<file path="src/rtl/uart_stream_bridge.sv">
// uart_stream_bridge: connects a DATA_W-bit ready/valid core stream either
// straight to a direct word port (bypass) or to a byte-serial UART pair.
// UART bytes are packed LSB-first into words; core words are unpacked
// LSB-first into TX FIFO writes, throttled by uart_tx_afull.
// Optional build macro RX_TIMEOUT_EN enables the inter-byte timeout that
// discards stale partial words and raises rx_timeout.
module uart_stream_bridge #(
    parameter int DATA_W         = 32,
    parameter int TIMEOUT_CYCLES = 1000000
) (
    input  logic              clk,
    input  logic              reset,
    input  logic              bypass_uart,
    output logic              mode_active,
    input  logic [DATA_W-1:0] direct_in_data,
    input  logic              direct_in_valid,
    output logic              direct_in_ready,
    output logic [DATA_W-1:0] direct_out_data,
    output logic              direct_out_valid,
    input  logic              direct_out_ready,
    input  logic [7:0]        uart_rx_byte,
    input  logic              uart_rx_valid,
    output logic [7:0]        uart_tx_byte,
    output logic              uart_tx_en,
    input  logic              uart_tx_afull,
    output logic [DATA_W-1:0] core_in_data,
    output logic              core_in_valid,
    input  logic              core_in_ready,
    input  logic [DATA_W-1:0] core_out_data,
    input  logic              core_out_valid,
    output logic              core_out_ready,
    input  logic              clear_flags,
    output logic              rx_overrun,
    output logic              rx_timeout
);
    localparam int BYTES = DATA_W / 8;
    localparam int CNT_W = (BYTES > 1) ? $clog2(BYTES) : 1;
    localparam logic [CNT_W-1:0] LAST = CNT_W'(BYTES - 1);

    typedef enum logic {IDLE, SEND} tx_state_t;

    logic              mode_q;
    logic [CNT_W-1:0]  cnt_q;
    logic [DATA_W-1:0] pack_q;
    logic [DATA_W-1:0] hold_q;
    logic              hold_valid_q;
    logic              overrun_q;
    tx_state_t         state_q;
    logic [DATA_W-1:0] shift_q;
    logic [CNT_W-1:0]  idx_q;

    logic              uart_mode;
    logic              quiescent;
    logic              rx_fire;
    logic              rx_last;
    logic              pop;
    logic              overrun_set;
    logic              tx_accept;
    logic              tx_send;
    logic              timeout_fire;
    logic [DATA_W-1:0] word_d;

    assign uart_mode   = ~mode_q;
    assign quiescent   = (cnt_q == '0) && !hold_valid_q && (state_q == IDLE);
    assign rx_fire     = uart_mode & uart_rx_valid;
    assign rx_last     = rx_fire & (cnt_q == LAST);
    assign pop         = uart_mode & hold_valid_q & core_in_ready;
    assign overrun_set = rx_last & hold_valid_q & ~pop;
    assign tx_accept   = uart_mode & (state_q == IDLE) & core_out_valid;
    assign tx_send     = (state_q == SEND) & ~uart_tx_afull;
    assign mode_active = mode_q;
    assign rx_overrun  = overrun_q;

    // Merge the incoming byte into its lane of the partial word.
    always_comb begin
        word_d = pack_q;
        for (int k = 0; k < BYTES; k++) begin
            if (cnt_q == CNT_W'(k)) word_d[8*k +: 8] = uart_rx_byte;
        end
    end

    // Effective mode only follows the request when nothing is in flight.
    always_ff @(posedge clk or posedge reset) begin
        if (reset) mode_q <= 1'b0;
        else if (quiescent) mode_q <= bypass_uart;
    end

    // RX packer: byte counter and partial-word accumulator.
    always_ff @(posedge clk or posedge reset) begin
        if (reset) begin
            cnt_q  <= '0;
            pack_q <= '0;
        end else if (timeout_fire) begin
            cnt_q <= '0;
        end else if (rx_fire) begin
            cnt_q  <= rx_last ? '0 : cnt_q + CNT_W'(1);
            pack_q <= word_d;
        end
    end

    // Holding register: a completed word is kept unless one is still waiting.
    always_ff @(posedge clk or posedge reset) begin
        if (reset) begin
            hold_q       <= '0;
            hold_valid_q <= 1'b0;
        end else if (rx_last && (!hold_valid_q || pop)) begin
            hold_q       <= word_d;
            hold_valid_q <= 1'b1;
        end else if (pop) begin
            hold_valid_q <= 1'b0;
        end
    end

    // Sticky overrun flag; a same-cycle set beats clear.
    always_ff @(posedge clk or posedge reset) begin
        if (reset) overrun_q <= 1'b0;
        else if (overrun_set) overrun_q <= 1'b1;
        else if (clear_flags) overrun_q <= 1'b0;
    end

    // TX unpacker FSM: latch one word, then shift out a byte per free cycle.
    always_ff @(posedge clk or posedge reset) begin
        if (reset) begin
            state_q <= IDLE;
            shift_q <= '0;
            idx_q   <= '0;
        end else begin
            case (state_q)
                IDLE: begin
                    if (tx_accept) begin
                        shift_q <= core_out_data;
                        idx_q   <= '0;
                        state_q <= SEND;
                    end
                end
                SEND: begin
                    if (!uart_tx_afull) begin
                        shift_q <= shift_q >> 8;
                        idx_q   <= idx_q + CNT_W'(1);
                        if (idx_q == LAST) state_q <= IDLE;
                    end
                end
                default: state_q <= IDLE;
            endcase
        end
    end

`ifdef RX_TIMEOUT_EN
    localparam int TO_W = $clog2(TIMEOUT_CYCLES + 1);
    logic [TO_W-1:0] to_cnt_q;
    logic            timeout_q;

    assign timeout_fire = uart_mode && (cnt_q != '0) && !rx_fire &&
                          (to_cnt_q == TO_W'(TIMEOUT_CYCLES - 1));
    assign rx_timeout   = timeout_q;

    // Idle-cycle counter; only runs while a partial word is pending.
    always_ff @(posedge clk or posedge reset) begin
        if (reset) to_cnt_q <= '0;
        else if ((cnt_q == '0) || rx_fire || timeout_fire) to_cnt_q <= '0;
        else to_cnt_q <= to_cnt_q + TO_W'(1);
    end

    // Sticky timeout flag; a same-cycle set beats clear.
    always_ff @(posedge clk or posedge reset) begin
        if (reset) timeout_q <= 1'b0;
        else if (timeout_fire) timeout_q <= 1'b1;
        else if (clear_flags) timeout_q <= 1'b0;
    end
`else
    logic unused_timeout_cfg;
    assign unused_timeout_cfg = ^TIMEOUT_CYCLES;
    assign timeout_fire       = 1'b0;
    assign rx_timeout         = 1'b0;
`endif

    // Output steering: pass-through in bypass, packer/unpacker/monitor in UART mode.
    always_comb begin
        core_in_data     = hold_q;
        core_in_valid    = hold_valid_q;
        direct_in_ready  = 1'b0;
        core_out_ready   = (state_q == IDLE);
        direct_out_data  = core_out_data;
        direct_out_valid = core_out_valid & (state_q == IDLE);
        uart_tx_en       = tx_send;
        uart_tx_byte     = shift_q[7:0];
        if (mode_q) begin
            core_in_data     = direct_in_data;
            core_in_valid    = direct_in_valid;
            direct_in_ready  = core_in_ready;
            core_out_ready   = direct_out_ready;
            direct_out_valid = core_out_valid;
            uart_tx_en       = 1'b0;
        end
    end
endmodule

</file>
<file path="config.mk">
export PLATFORM = sky130hd
export DESIGN_NAME = uart_stream_bridge
export DESIGN_NICKNAME = d
export VERILOG_FILES = /design/src/rtl/uart_stream_bridge.sv
export SDC_FILE = /design/constraint.sdc
export NUM_CORES = 1
export LEC_CHECK = 0
export BUFFER_PORTS_ARGS = -buffer_cell sky130_fd_sc_hd__buf_2
export CORE_MARGIN = 2
export CORE_UTILIZATION = 40
export CTS_CLUSTER_DIAMETER = 150
export DETAILED_ROUTE_END_ITERATION = 10
export PLACE_DENSITY_LB_ADDON = 0.12
export SLEW_MARGIN = 40
export SYNTH_ARGS = -nofsm -noshare
export SYNTH_HDL_FRONTEND = slang
export SYNTH_SLANG_ARGS = --single-unit
export TNS_END_PERCENT = 10
</file>
<file path="constraint.sdc">
create_clock -name clk -period 5.1 [get_ports clk]
set_clock_uncertainty 0.05 [all_clocks]
set_input_delay 0 -clock clk [delete_from_list [all_inputs] [get_ports clk]]
set_output_delay 0 -clock clk [all_outputs]
set_load 0.02 [all_outputs]
</file>
* Word-level counts from Yosys, hierarchy flattened
Cells that the tools add are included.
Widths: inputs -> output; s select.
** Word-level totals
- Register bits after elaboration :: 104
- Input port bits :: 82
- Output and inout port bits :: 80
- Word-level logic and storage cells :: 65
** Cells by class
- Add/subtract/negate cells :: 2
- Equal/unequal tests :: 6
- Multiplexer cells :: 25
- Bitwise gates (word level) :: 14
- Reduce and logical (&&, ||, !) cells :: 9
** Operator list (count)
- $mux 32 :: 3
- $pmux 32 s2 :: 1
- $mux 8 :: 4
- $mux 1 :: 12
- $and 1x1->1 :: 10
- $eq 2x2->1 const B :: 3
- $mux 2 :: 3
- $add 2x1->2 const B :: 2
- $ne 2x2->1 const B :: 2
- $not 1->1 :: 4
- $pmux 2 s2 :: 1
- $reduce_bool 2->1 :: 2
- $logic_and 1x1->1 :: 3
- $eq 2x1->1 const B :: 1
- $logic_not 2->1 :: 1
- $pmux 1 s2 :: 1
- $reduce_and 2->1 :: 1
- $logic_not 1->1 :: 1
- $logic_or 1x1->1 :: 1

* Depth between registers and ports, before layout
- Depth in word-level cells :: 6
- Mapped depth :: 6
- Gate-level depth less buffers :: 5

* Least setup slack after synthesis
No wires, ideal clock.
- Path type :: flip-flop to flip-flop
- Start :: register cnt_q[0]
- End :: register hold_q[12]
- Library setup time :: 0.125 ns
- Arrival time :: 1.493 ns
- Required time :: 4.925 ns
- Slack :: 3.432 ns
- Cell stages (with the launch flop) :: 7
- Path buffers :: 2
- Period minus slack after synthesis :: 1.668 ns
- Cells stage by stage :: dfrtp_1 > ha_1 > buf_4 > nand3b_1 > a21oi_2 > buf_4 > mux2_2
** Between the ends
- Longest elaborated chain between the ends :: 3
- Elaborated cells on any way between the ends :: 5
- Those cells by class :: eq/ne (2); mux (1); bitwise (1); reduce/logical (1)
** Ends and longest elaborated chain
- from (decl) :: RTL line 43 : logic [CNT_W-1:0] cnt_q;
- from (signal assigned) :: RTL line 96 : cnt_q <= rx_last ? '0 : cnt_q + CNT_W'(1);
- $eq 2x2->1 :: RTL line 66 : assign rx_last = rx_fire & (cnt_q == LAST);
- $and 1x1->1 :: RTL line 66
- $logic_and 1x1->1 :: RTL line 106 : end else if (rx_last && (!hold_valid_q || pop)) begin
- to (signal assigned) :: RTL line 107 : hold_q <= word_d;
- to (decl) :: RTL line 45 : logic [DATA_W-1:0] hold_q;
Parallel ways exist; a longest one is shown, timed or not.
A chain may end at the register's enable or synchronous reset.

* Worst setup path in the final report
- Start :: register state_q
- End :: register idx_q[0]
** Between the ends
- Longest elaborated chain between the ends :: 5
- Elaborated cells on any way between the ends :: 7
- Those cells by class :: eq/ne (2); mux (1); bitwise (3); reduce/logical (1)
** Ends and longest elaborated chain
- from (decl) :: RTL line 48 : tx_state_t state_q;
- from (signal assigned) :: RTL line 124 : state_q <= IDLE;
- from (signal assigned) :: RTL line 133 : state_q <= SEND;
- from (signal assigned) :: RTL line 140 : if (idx_q == LAST) state_q <= IDLE;
- $not 1->1
- $and 1x1->1 (2 in a row) :: RTL line 69 : assign tx_accept = uart_mode & (state_q == IDLE) & core_out_valid;
- $ne 2x2->1 (no source line)
- $reduce_and 2->1 (no source line)
- to (signal assigned) :: RTL line 139 : idx_q <= idx_q + CNT_W'(1);
- to (decl) :: RTL line 50 : logic [CNT_W-1:0] idx_q;
Parallel ways exist; a longest one is shown, timed or not.

==> results.cfg <==
[clocking]
cts_root_buffer = clkbuf_16
clk_pin_slew_ps = 60
hold_buffers = 45
cts_made_buffers = 9
clock_path_buffers = 2
clock-sinks = 96
htreeDepth = 3
clock_latency_ps = 340
cts_resized = 0
cts_setup_buffers = 0
cts_tree = done

[placed_design]
gp_congestion = 0.733
hpwl_um = 7760
pre_cts_ws_ps = 2540
port_buffers = 160
numPlacedInstances = 711

[synthesis]
synth_xor_area_share_pct = 0
ys_ff_latch = 96
synth_top_family_by_area = multiplexers
synth_top_cells_by_count = dfrtp_1, mux2_2, buf_4
synthSimpleGateAreaFrac_pct = 6.31
syn_nets = 532
synth_seq_area_share_pct = 47.7
synth_warnings = 0
synth.top_cell.area_share_pct = 47.7
synth-compound-area-share_pct = 7.42
yosysUniqueCellTypes = 28
syn_area_per_cell_um2 = 11.3
ys.flop_type = dfrtp_1
synth_edf_count = 0
syn_area_um2 = 5040
synth_top_cell_by_area = dfrtp_1
synth_cells = 445
synth_mux_area_share_pct = 26.6
synth_area_leaders = dfrtp_1, mux2_2, buf_4, mux2i_1, o21ai_0
synth_fa_ha_area_share_pct = 1.24
ys_async_sr_fraction_pct = 100

[finish]
final_nets = 682
stdcell_count = 772
layout-drive-gt1-share_pct = 47.3
final_core_utilization_pct = 51.2
diodes = 0
nFillCells = 1156
area_delta_synth_final_pct = 26.7

[setup_path]
cp_slowest_cell = dfrtp_1
critical_path_buf_inv_count = 0
critPathMaxStageDelay_ps = 680
critPathMaxFanout = 26
path_delay_family = simple AND/OR/NAND/NOR gates
critical_path_required_ps = 5250
start_kind = register
r2r_slack_ps = 2890
crit_arrival_ps = 2350
endpoint_kind = register
timing.critical_path.cells = nor2b_4 > or2_2 > mux2i_1
crit_type = reg2reg

[detailed_routing]
drc = 0
dr.pass1.iters = 4
routed_wirelength_um = 11600
drt_iter0_drc = 191
vias_per_cell = 4.76
wl_per_cell_um = 15.1
vias = 3671
ant_nets = 0

[die]
io_pins = 162
die_h_um = 116
die_w_um = 116
start_util_pct = 40.4
core_region_area_um2 = 12500
core.rowCount = 41
design.die.area_um2 = 13500

[timing]
fin_crit_sh_pct = 43.3
hold_viol = 0
tightest_slew_ps = 603
setup_ws_ps = 2890
min_period_ps = 2210
rsz0062_at_grt = false
slew_headroom_pct = 59.7
fin_setup_tns_ps = 0
setup_viol = 0
fmax_mhz = 453
drv_slew = 0

[run_status]
status = complete, no violations

[global_routing]
antenna_found_initial = 0
grt_overflow = 0
grt_pass1_wl_um = 18500
grt_max_degree = 62
track_usage_pct = 18.0
grt_pass1_vias = 3607

[flow_run]
max-cap-violations = 0

[hold_path]
hold_path_class = in2reg

[pwr]
vdd_drop_max_uv = 279
leakage_nw = 3.02
power.density_nw_per_um2 = 582
==> report_power, final <==
part	switching, mW	internal [mW]
Sequential	0.262	1.13
Clock	0.290	0.344
Combinational	0.864	0.824
==> path summary, 6_finish.rpt <==
kind                            cells after the start           to          start
worst max-delay path                                3     idx_q[0]        state_q
worst min-delay path                                3   hold_q[24]  core_in_ready
worst max register to register                      3     idx_q[0]        state_q
worst min register to register                      1     idx_q[0]       idx_q[0]
max in group asynchronous                           4  mode_active          reset
min in group asynchronous                           3   hold_q[13]          reset
==> layer usage <==
metal / share of wire, % / GRT usage [%] / vias up
li1: - / - / 1815
met1: 48 / 25.9 / 1746
met2: 46 / 27.8 / 99
met3: 5.0 / 3.43 / 11
met4: 1.1 / 5.00 / 0
met5: 0 / 0 / -
==> worst min-delay path: stages <==
cell,delay (ps)
buf_2,190
o2111ai_1,120
o21ai_0,70
==> metrics by stage <==
stage               hold slack (ps)  area (um2)  power (mW)
floorplan                      58.6        5040        2.71
global placement             -0.866        5620        3.03
detailed placement             10.2        5660        3.09
CTS                            15.1        6380        3.75
global route                   62.5        6390        4.01
finish                         39.8        6390        3.72
==> placed cells by master, fill, tap and decap left out, drive strengths merged, types with 2 or more instances in the layout <==
cell,n
dfrtp,96
dlygate4sd3,45
mux2,97
inv,15
nor2,3
nand2,34
o21ai,30
clkinv,4
buf,165
nor3,24
mux2i,25
nor2b,2
nand2b,2
a21oi,25
ha,5
nor3b,2
o2111ai,8
clkbuf,11
==> logic make-up (layout without fill, tap and decap cells) <==
logic type	after synthesis	in the layout
muxes	122	122
AOI/OAI and AO/OA	66	66
buffers and inverters	86	241
other	1	1
adders and majority gates	5	5
DFF	96	96
and+or+nand+nor	69	69
==> layout make-up <==
cell class	count	area, um2	area share, %
Sequential cell	96	2410	37.7
Multi-Input combinational cell	263	2120	33.3
Timing Repair Buffer	210	1310	20.5
Clock buffer	11	243	3.80
Tap cell	172	215	3.37
Inverter	15	58.8	0.921
Clock inverter	5	31.3	0.490
==> registers in the layout, summed over array words and instances (netlist names) <==
register,flops
mode_active,1
shift_q,32
hold_valid_q,1
state_q,1
rx_overrun,1
pack_q,24
cnt_q,2
hold_q,32
idx_q,2
(Power assumes the default switching activity.)
